[config.mk]
export PLATFORM = sky130hd
export DESIGN_NAME = bin2bcd_seq
export DESIGN_NICKNAME = d
export VERILOG_FILES = /design/src/rtl/bin2bcd_seq.sv
export SDC_FILE = /design/constraint.sdc
export NUM_CORES = 1
export LEC_CHECK = 0
export ABC_AREA = 1
export BUFFER_PORTS_ARGS = -buffer_cell sky130_fd_sc_hd__clkbuf_2
export CAP_MARGIN = 20
export CORE_MARGIN = 1.5
export CORE_UTILIZATION = 59
export DETAILED_ROUTE_END_ITERATION = 12
export GPL_ROUTABILITY_DRIVEN = 0
export PLACE_DENSITY = 0.92
export SYNTH_ARGS = -nofsm -noshare
export SYNTH_HDL_FRONTEND = slang
export SYNTH_SLANG_ARGS = --single-unit
[constraint.sdc]
create_clock -name clk -period 3.75 [get_ports clk]
set_input_delay 0.375 -clock clk [delete_from_list [all_inputs] [get_ports clk]]
set_output_delay 0.375 -clock clk [all_outputs]
set_load 0.005 [all_outputs]
[src/rtl/bin2bcd_seq.sv]
// bin2bcd_seq: bit-serial double-dabble binary-to-BCD converter with valid/ready handshakes.
// Define BIN2BCD_SIGNED_EN to treat binary as two's complement and report the sign.
module bin2bcd_seq #(
   parameter int WIDTH  = 16,
   parameter int DIGITS = 5
) (
   input  logic                  clk,
   input  logic                  rst,
   input  logic                  in_valid,
   output logic                  in_ready,
   input  logic [WIDTH-1:0]      binary,
   output logic                  out_valid,
   input  logic                  out_ready,
   output logic [4*DIGITS-1:0]   bcd,
   output logic                  ovf,
   output logic                  sign
);
   localparam int CW = $clog2(WIDTH + 1);
   localparam logic [CW-1:0] LAST = CW'(WIDTH - 1);
   typedef enum logic [1:0] {IDLE, SHIFT, DONE} state_t;
   state_t              state_q, state_d;
   logic [WIDTH-1:0]    bin_q, bin_d, mag;
   logic [4*DIGITS-1:0] bcd_q, bcd_d, adj;
   logic [CW-1:0]       cnt_q, cnt_d;
   logic                ovf_q, ovf_d, sign_q, sign_d, out_valid_q, out_valid_d, neg;
`ifdef BIN2BCD_SIGNED_EN
   assign neg = binary[WIDTH-1];
   assign mag = neg ? -binary : binary;
`else
   assign neg = 1'b0;
   assign mag = binary;
`endif
   assign in_ready  = (state_q == IDLE) & ~rst;
   assign out_valid = out_valid_q;
   assign bcd       = bcd_q;
   assign ovf       = ovf_q;
   assign sign      = sign_q;
   always_comb begin
      adj = bcd_q;
      for (int k = 0; k < DIGITS; k++)
         adj[4*k+:4] = (bcd_q[4*k+:4] >= 4'd5) ? bcd_q[4*k+:4] + 4'd3 : bcd_q[4*k+:4];
      state_d     = state_q;
      bin_d       = bin_q;
      bcd_d       = bcd_q;
      cnt_d       = cnt_q;
      ovf_d       = ovf_q;
      sign_d      = sign_q;
      out_valid_d = out_valid_q;
      case (state_q)
         IDLE: if (in_valid) begin
            bin_d   = mag;
            bcd_d   = '0;
            cnt_d   = '0;
            ovf_d   = 1'b0;
            sign_d  = neg;
            state_d = SHIFT;
         end
         SHIFT: begin
            // a set top bit after adjust is a carry past the last digit, i.e. a lost 10^DIGITS
            ovf_d          = ovf_q | adj[4*DIGITS-1];
            {bcd_d, bin_d} = {adj[4*DIGITS-2:0], bin_q, 1'b0};
            cnt_d          = cnt_q + 1'b1;
            if (cnt_q == LAST) begin
               state_d     = DONE;
               out_valid_d = 1'b1;
            end
         end
         DONE: if (out_ready) begin
            state_d     = IDLE;
            out_valid_d = 1'b0;
         end
         default: state_d = IDLE;
      endcase
   end
   always_ff @(posedge clk) begin
      if (rst) begin
         state_q     <= IDLE;
         bin_q       <= '0;
         bcd_q       <= '0;
         cnt_q       <= '0;
         ovf_q       <= 1'b0;
         sign_q      <= 1'b0;
         out_valid_q <= 1'b0;
      end else begin
         state_q     <= state_d;
         bin_q       <= bin_d;
         bcd_q       <= bcd_d;
         cnt_q       <= cnt_d;
         ovf_q       <= ovf_d;
         sign_q      <= sign_d;
         out_valid_q <= out_valid_d;
      end
   end
endmodule
==> results.toml <==
[run_status]
status = "finished, final reports clean"

[min_path]
hold_class = "primary input to flop"
min_delay_worst_endpoint = "bin_q[12]"
hp-start = "binary[12]"
hold_depth = 3

[global_routing]
grt_pass1_vias = 2044
grt_pass1_wl_um = 8390
track_usage_pct = 24.6
grt_max_degree = 43
antenna_found_initial = 0
gr-total-overflow = 0

[cells_and_area]
multi_input_area_mm2 = 0.00122
drive_above_1_share_pct = 13.2
fin_area_mm2 = 0.00263
nets = 416
syn2layout_area_growth_pct = 11.0
seqCellArea_um2 = 901
diodes = 0
fill_cells = 344

[timing]
hold_viol_final = 0
fin_hold_ws_ps = 321
post-route-min-period_ps = 1980
tightest_slew_ps = 971
finClkSkew_ps = 3.76
fmax_mhz = 505
maxSlewHeadroom_pct = 35.1
period_share_pct = 52.9
fin_tns_setup_ps = 0
setup-violations-final = 0
slew_viol_final = 0
grt_setup_unrepaired = "no"
setup_ws_ps = 1770

[floorplanning]
rows = 22
fp.dieArea_mm2 = 0.00440
core_area_mm2 = 0.00374
fp.dieH_um = 66.3
ios = 44
die_x_um = 66.3
initial_utilization_pct = 63.2

[place]
numPortBuffers = 42
placed_area_mm2 = 0.00255
dp_hpwl_um = 3500
dp_slack_ps = 1800

[clock_network]
clk_path_buf_depth = 2
cts_htree_levels = 2
cts-root-buf = "clkbuf_8"
path_clk_slew_ps = 80
clk_latency_ps = 300
numCtsBuffers = 5
cts.repair.resized = 0
post_cts_buffers = 0
tritoncts = "yes"
hold_buffers = 0
numClockSinks = 45

[yosys]
syn_area_mm2 = 0.00237
synth-seq-cells = 45
synth_warnings = 0
synth_cell_type_count = 24
yosysSeqAreaShare_pct = 38.1
netlist.area_leader.share_pct = 38.1
synth_area_leader_cell = "dfxtp_1"
ys_top_cells_by_area = "dfxtp_1 (38%), nand2_1 (19%), ha_1 (6.3%)"
netlist_instances = 349
syn_area_per_cell_um2 = 6.78
syn_nets = 381

[setup_path]
setup.worst_path.start_class = "flop"
path_class = "flop to flop"
crit_slowest_cell = "nor2_4"
path_max_fanout = 42
worst_path_largest_cell_delay_ps = 730
rrSetupSlack_ps = 1770
worstReg2RegEnd = "bcd[8]"
timing.critical_path.mode_cell = "nor2_1"
crit_family = "simple AND/OR/NAND/NOR gates"
worstSetupPathDepth = 7
critical_path_required_ps = 3920
critPathBufInv = 2
crit_arrival_ps = 2150
rr_worst_depth = 7
worstPathCellList = "inv_2, nor2_4, nor2_8, inv_1, nor2_1, nor2_1, nor2_1"
r2r_start = "state_q[0]"
crit_path_start = "state_q[0]"
endpoint_kind = "flop"

[power_and_ir_drop]
p_seq_share_pct = 57.5
ir_drop_mv = 0.210
static-leakage-power_nw = 1.20
p_int_uw = 649
swShare_pct = 25.3
p_clk_share_pct = 33.3
p_comb_share_pct = 9.1
p_switching_uw = 219
powerDensity_mw_per_mm2 = 330

[routing]
vias_per_cell = 5.33
drc = 0
drt-pass1-iter-count = 5
first_iter_violations = 230
via_count = 2308
wl_per_cell_um = 11.5
routed_wl_um = 4970
ant_nets = 0

[flow_run]
maxCapViolCount = 0
cells by family (layout without fill, tap and decap cells):
| group | Yosys count | count (layout) | share of synthesized area [%] |
|---|---|---|---|
| AND/OR/NAND/NOR | 184 | 184 | 33.0 |
| buffers and inverters | 56 | 92 | 10.5 |
| AO/OA/AOI/OAI | 51 | 51 | 11.9 |
| adder cells (fa/ha/maj) | 12 | 12 | 6.34 |
| other | 1 | 1 | 0.158 |
| flip-flops | 45 | 45 | 38.1 |
layout make-up:
type / instances / share of cell area [%]
multi-input combinational: 248 / 46.4
sequential: 45 / 34.3
tap: 48 / 2.29
inverter: 42 / 6.00
timing repair buffer: 42 / 8.00
clock buffer: 8 / 3.05
power groups by stage:
stage | Sequential, mW | Combinational (mW) | Clock, mW
6_report | 0.500 | 0.0794 | 0.289
5_1_grt | 0.501 | 0.0898 | 0.314
4_1_cts | 0.499 | 0.0792 | 0.293
3_5_place_dp | 0.510 | 0.0791 | 0
3_3_place_gp | 0.510 | 0.0767 | 0
2_1_floorplan | 0.509 | 0.0653 | 0
sequential cells by signal (all words and copies together) (netlist names):
| register | cells |
|---|---|
| out_valid | 1 |
| ovf | 1 |
| state_q | 2 |
| bcd | 20 |
| bin_q | 16 |
| cnt_q | 5 |
cell usage after synthesis:
cell / count
a211oi_1: 1
ha_1: 12
nand3_1: 28
o211ai_1: 5
dfxtp_1: 45
a21oi_1: 24
clkbuf_1: 5
buf_6: 3
nand2_1: 117
nor2_4: 1
o21a_1: 1
or2_1: 1
nor3_1: 4
buf_2: 3
inv_2: 2
buf_4: 3
o21ai_1: 1
nor2_8: 1
o21ai_0: 11
nand4_1: 10
a31oi_1: 8
nor2_1: 22
conb_1: 1
inv_1: 40
per-layer routing:
metal | GRT usage, % | share of wire [%]
met1 | 29.4 | 44
met2 | 42.8 | 50
met3 | 5.62 | 5.0
met4 | 9.18 | 1.3
met5 | 0 | 0
layout by cell type (no fill, tap or decap), drive strengths merged:
cell | Yosys | layout
nor3 | 4 | 4
a211oi | 1 | 1
o21a | 1 | 1
dfxtp | 45 | 45
nand4 | 10 | 10
nand3 | 28 | 28
a31oi | 8 | 8
clkbuf | 5 | 50
nand2 | 117 | 117
o21ai | 12 | 12
o211ai | 5 | 5
conb | 1 | 1
a21oi | 24 | 24
or2 | 1 | 1
inv | 42 | 42
nor2 | 24 | 24
ha | 12 | 12
worst register-to-register path, stage by stage, from the launching register on:
cell	delay, ps
dfxtp_1	370
inv_2	70
nor2_4	730
nor2_8	260
inv_1	210
nor2_1	50
nor2_1	110
nor2_1	50
stage by stage:
stage               power, mW  cells  utilization (%)
finish                  0.868    433             70.2
global route            0.905    433             70.2
CTS                     0.872    433             70.2
detailed placement      0.590    425             68.0
global placement        0.587    425             68.0
floorplan               0.574    349                -
worst max-delay path by stage:
stage	endpoint	slack [ps]
after floorplan	cnt_q[4]	2460
after global routing	bcd[16]	1590
after CTS	bcd[8]	1780
final	bcd[8]	1770
after detailed placement	bcd[4]	1800
after global placement	bcd[4]	1840
Note: power is estimated with default switching activity, not from simulation.
